<file path="src/rtl/seq_shift_unit.sv">
// Multi-cycle shift sequencer: captures an operand, applies one single-bit
// pass/LSL/LSR/ASR step per clock and presents a registered result with a done pulse.
module seq_shift_unit #(
   parameter int WIDTH = 16,
   parameter int AMT_W = 4
) (
   input  logic             clk,
   input  logic             reset,
   input  logic             start,
   input  logic [WIDTH-1:0] in,
   input  logic [1:0]       shift,
   input  logic [AMT_W-1:0] amount,
   output logic             busy,
   output logic             done,
   output logic [WIDTH-1:0] sout
);

   typedef enum logic [1:0] {
      ST_IDLE  = 2'd0,
      ST_SHIFT = 2'd1,
      ST_DONE  = 2'd2
   } state_t;

   typedef enum logic [1:0] {
      OP_PASS = 2'b00,
      OP_LSL  = 2'b01,
      OP_LSR  = 2'b10,
      OP_ASR  = 2'b11
   } op_t;

   state_t           r_state;
   op_t              r_op;
   logic [WIDTH-1:0] r_data;
   logic [AMT_W-1:0] r_cnt;
   logic [WIDTH-1:0] r_sout;
   logic [WIDTH-1:0] w_step;

   function automatic logic [WIDTH-1:0] step_fn(input op_t op, input logic [WIDTH-1:0] d);
      case (op)
         OP_LSL:  step_fn = {d[WIDTH-2:0], 1'b0};
         OP_LSR:  step_fn = {1'b0, d[WIDTH-1:1]};
         OP_ASR:  step_fn = {d[WIDTH-1], d[WIDTH-1:1]};
         default: step_fn = d;
      endcase
   endfunction

   assign w_step = step_fn(r_op, r_data);

   // NOTE: every register here uses <= so all updates in an edge see pre-edge values.
   always_ff @(posedge clk or posedge reset) begin
      if (reset) begin
         r_state <= ST_IDLE;
         r_op    <= OP_PASS;
         r_data  <= '0;
         r_cnt   <= '0;
         r_sout  <= '0;
      end else begin
         case (r_state)
            ST_IDLE: begin
               if (start) begin
                  r_data <= in;
                  r_op   <= op_t'(shift);
                  r_cnt  <= amount;
                  // A zero count or pass op has nothing to iterate, so the result is the operand.
                  if (amount == '0 || shift == OP_PASS) begin
                     r_sout  <= in;
                     r_state <= ST_DONE;
                  end else begin
                     r_state <= ST_SHIFT;
                  end
               end
            end
            ST_SHIFT: begin
               r_data <= w_step;
               r_cnt  <= r_cnt - AMT_W'(1);
               if (r_cnt == AMT_W'(1)) begin
                  r_sout  <= w_step;
                  r_state <= ST_DONE;
               end
            end
            ST_DONE:  r_state <= ST_IDLE;
            default:  r_state <= ST_IDLE;
         endcase
      end
   end

   assign busy = (r_state == ST_SHIFT);
   assign done = (r_state == ST_DONE);
   assign sout = r_sout;

endmodule

</file>
<file path="config.mk">
export PLATFORM = sky130hd
export DESIGN_NAME = seq_shift_unit
export DESIGN_NICKNAME = d
export VERILOG_FILES = /design/src/rtl/seq_shift_unit.sv
export SDC_FILE = /design/constraint.sdc
export NUM_CORES = 1
export LEC_CHECK = 0
export BUFFER_PORTS_ARGS = -buffer_cell sky130_fd_sc_hd__buf_2
export CAP_MARGIN = 20
export CORE_AREA = 2 2 67 69
export DETAILED_ROUTE_END_ITERATION = 16
export DIE_AREA = 0 0 69 71
export PLACE_DENSITY = 0.82
export SLEW_MARGIN = 20
export SYNTH_ARGS = -nofsm -noshare
export SYNTH_HDL_FRONTEND = slang
export SYNTH_SLANG_ARGS = --single-unit
export TNS_END_PERCENT = 1
</file>
<file path="constraint.sdc">
create_clock -name clk -period 3.9 [get_ports clk]
set_input_delay 0 -clock clk [delete_from_list [all_inputs] [get_ports clk]]
set_output_delay 0 -clock clk [all_outputs]
set_load 0.01 [all_outputs]
</file>
==> impl_metrics.py <==
metrics = {
    "final_layout": {
        "final_util": 0.599,
        "diodes": 0,
        "stdcell_area_um2": 2520,
        "fin_nets": 306,
        "syn2layout_area_growth_pct": 13.9,
        "drive_above_1_share": 0.272,
    },
    "floorplan": {
        "fp.dieW_um": 69,
        "die-area_um2": 4900,
        "start_util": 0.526,
        "placementRows": 24,
        "die_y_um": 71,
        "ioPinCount": 43,
        "core_area_um2": 4200,
    },
    "hold_path": {
        "hold_end": "sout[3]",
        "min_path_cells": 3,
        "min_path_type": "input port to register",
        "min_from": "in[3]",
    },
    "clock_network": {
        "postCtsSetupRepairBufs": 0,
        "clk_pin_slew_ps": 70,
        "cts_tree": "done",
        "numCtsBuffers": 5,
        "clk_latency_ps": 290,
        "h-tree-depth": 2,
        "root_buffer": "clkbuf_8",
        "clkSinkCount": 40,
        "clockBufferDepth": 2,
    },
    "yosys": {
        "synth_cells": 239,
        "syn_area_um2": 2210,
        "ys_warn_count": 0,
        "synth.top_cells.by_area": "dfrtp_1 45%, nand2_1 7.6%, o21ai_1 6.6%",
        "ys_types": 39,
        "synth.top_cell.area_share": 0.453,
        "ys_seq_elements": 40,
        "synth_edf_count": 0,
        "synth_ff_type": "dfrtp_1",
        "synthArstFlopShare": 1.00,
        "synth.net_count": 266,
        "seq_area_frac_synth": 0.453,
        "syn_area_per_cell_um2": 9.25,
        "yosys.area.top_type": "dfrtp_1",
    },
    "place": {
        "gp_congestion": 0.933,
        "hpwl_um": 3210,
        "placed_area_um2": 2400,
        "io_buffers": 42,
    },
    "worst_setup_path": {
        "critPathKind": "register to register",
        "cp_top_family": "flip-flops",
        "rr_worst_depth": 4,
        "crit_chain": "inv_1 > o21ai_0 > a2bb2oi_1 > o21ai_1",
        "worstPathMaxFanout": 19,
        "cp.buffers_inverters": 1,
        "end_kind": "register",
        "slowest_delay_ps": 860,
        "worst_ep_required_time_ps": 4080,
        "timing.rr.end": "r_data[13]",
        "crit_path_top_delay_cell": "dfrtp_1",
        "cp-start-kind": "register",
        "r2r_slack_ps": 1860,
        "worstPathArrival_ps": 2220,
        "regToRegStartpoint": "r_op[1]",
    },
    "sta": {
        "skew_ps": 8.29,
        "fin_crit_sh": 0.524,
        "tightest_slew_ps": 888,
        "fin_crit_ps": 2040,
        "fin_setup_tns_ps": 0,
        "rsz0062_at_grt": "false",
        "slew-limit-headroom": 0.408,
        "maxSlewViolCount": 0,
        "setup-violations-final": 0,
        "hold_viol": 0,
        "max_freq_mhz": 489,
    },
    "global_route": {
        "antenna_found_initial": 0,
        "grt_max_degree": 41,
        "gr-total-overflow": 0,
        "grt_pass1_wl_um": 8160,
        "grt_usage": 0.208,
        "first_global_vias": 1765,
    },
    "drt": {
        "drtPass1Iterations": 4,
        "vias_per_cell": 5.58,
        "first_iter_violations": 193,
        "routedWlPerCell_um": 14.2,
        "postRouteAntennaNets": 0,
        "wl_met2_um": 2320,
        "drc": 0,
        "dr_wl_met3_um": 175,
        "top_layer_used": "met4",
        "drt_wl_total_um": 4710,
        "wl_met1_um": 2110,
        "vias": 1846,
    },
    "power_and_ir_drop": {
        "vdd_drop_max_mv": 0.382,
        "power.density_nw_per_um2": 893,
        "total_leakage_power_nw": 1.15,
    },
    "flow_run": {
        "maxCapViolCount": 0,
    },
    "outcome": {
        "status": "finished, final reports clean",
    },
}
## registers in the layout (all words and copies together) (netlist names)
register and count:
r_data 16, sout 16, r_cnt 4, r_op 2
r_state 2
## final cells by class
type / instances / area [µm²]
multi-input cells: 163 / 1030
flip-flops and latches: 40 / 1000
clock inverters: 1 / 5.00
clock buffers: 6 / 72.6
repair buffers: 49 / 273
inverters: 20 / 75.1
fillers: 402 / 1690
well taps: 52 / 65.1
## placed cells by master (no fill, tap or decap), types with 2 or more instances in the layout
cell and instances:
clkbuf_8 5, a21oi_1 9, o31ai_1 2, inv_1 19, o21ai_1 29, o211ai_1 10, nor2_1 9, o21a_1 2
dfrtp_1 40, a21oi_2 7, dlygate4sd3_1 4, buf_4 3, a2bb2oi_1 2, a211oi_1 2, o21ai_0 7, a221o_1 3
nand2_1 45, ha_1 2, nor2b_1 4, buf_2 42, o21ai_2 3, a22oi_1 2, a22oi_2 10
## layer usage
layer | vias to the layer above | global-route usage
li1 | 918 | -
met3 | 9 | 0.0399
met4 | 0 | 0.113
met2 | 39 | 0.335
met1 | 880 | 0.267
met5 | - | 0
## worst max path at each step
stage,depth (start not counted),start,slack (ps),to
2_1_floorplan,5,r_cnt[0],2420,sout[0]
3_3_place_gp,4,r_op[1],1930,r_data[13]
6_report,4,r_op[1],1860,r_data[13]
3_5_place_dp,5,r_cnt[0],1900,sout[13]
4_1_cts,6,r_cnt[0],1890,sout[13]
5_1_grt,4,r_op[1],1710,r_data[14]
## through the flow
step | hold slack [ps] | worst slack, ps | total power (W) | cells
2_1_floorplan | 117 | 2420 | 0.00177 | 239
3_3_place_gp | 148 | 1930 | 0.00195 | 320
3_5_place_dp | 158 | 1900 | 0.00199 | 320
4_1_cts | 4.23 | 1890 | 0.00226 | 331
5_1_grt | 22.1 | 1710 | 0.00245 | 331
6_report | 8.23 | 1860 | 0.00225 | 331
## worst reg2reg max path, delay by kind of cell (launching register included)
family	cells	cell delay (ps)
flops	1	860
buf+inv	1	470
compound gates	3	600
## synthesized netlist by cell type (2+ instances only)
cell type	instances
nand2_1	45
dfrtp_1	40
o21ai_1	29
inv_1	19
a22oi_2	10
o211ai_1	10
a21oi_1	9
nor2_1	9
buf_2	8
a21oi_2	7
o21ai_0	7
buf_6	4
nor2b_1	4
a221o_1	3
o21ai_2	3
a211oi_1	2
a22oi_1	2
a2bb2oi_1	2
buf_4	2
clkbuf_1	2
ha_1	2
o21a_1	2
o31ai_1	2
## kinds of logic (layout without fill, tap and decap cells)
logic type / count (synthesis) / in the layout / synth area share
compound gates: 94 / 94 / 0.306
xor+xnor: 1 / 1 / 0.00396
fa+ha+maj: 2 / 2 / 0.0113
buf+inv: 36 / 76 / 0.0827
flops: 40 / 40 / 0.453
mux: 2 / 2 / 0.00963
simple gates: 64 / 64 / 0.134
## where the power goes
| part | switching [W] | internal [W] | total (W) |
|---|---|---|---|
| registers | 0.000231 | 0.000617 | 0.000848 |
| clock network | 0.000137 | 0.000122 | 0.000259 |
| logic | 0.000656 | 0.000487 | 0.00114 |
| total | 0.00102 | 0.00122 | 0.00225 |
## repair_timing
action / 4_1_cts / 5_1_grt
hold buffers: 4 / 0
setup endpoints to repair: 0 / 0
gates resized for setup: 0 / 0
endpoints found under the hold margin: 43 / 0
Note: power is estimated with default switching activity, not from simulation.
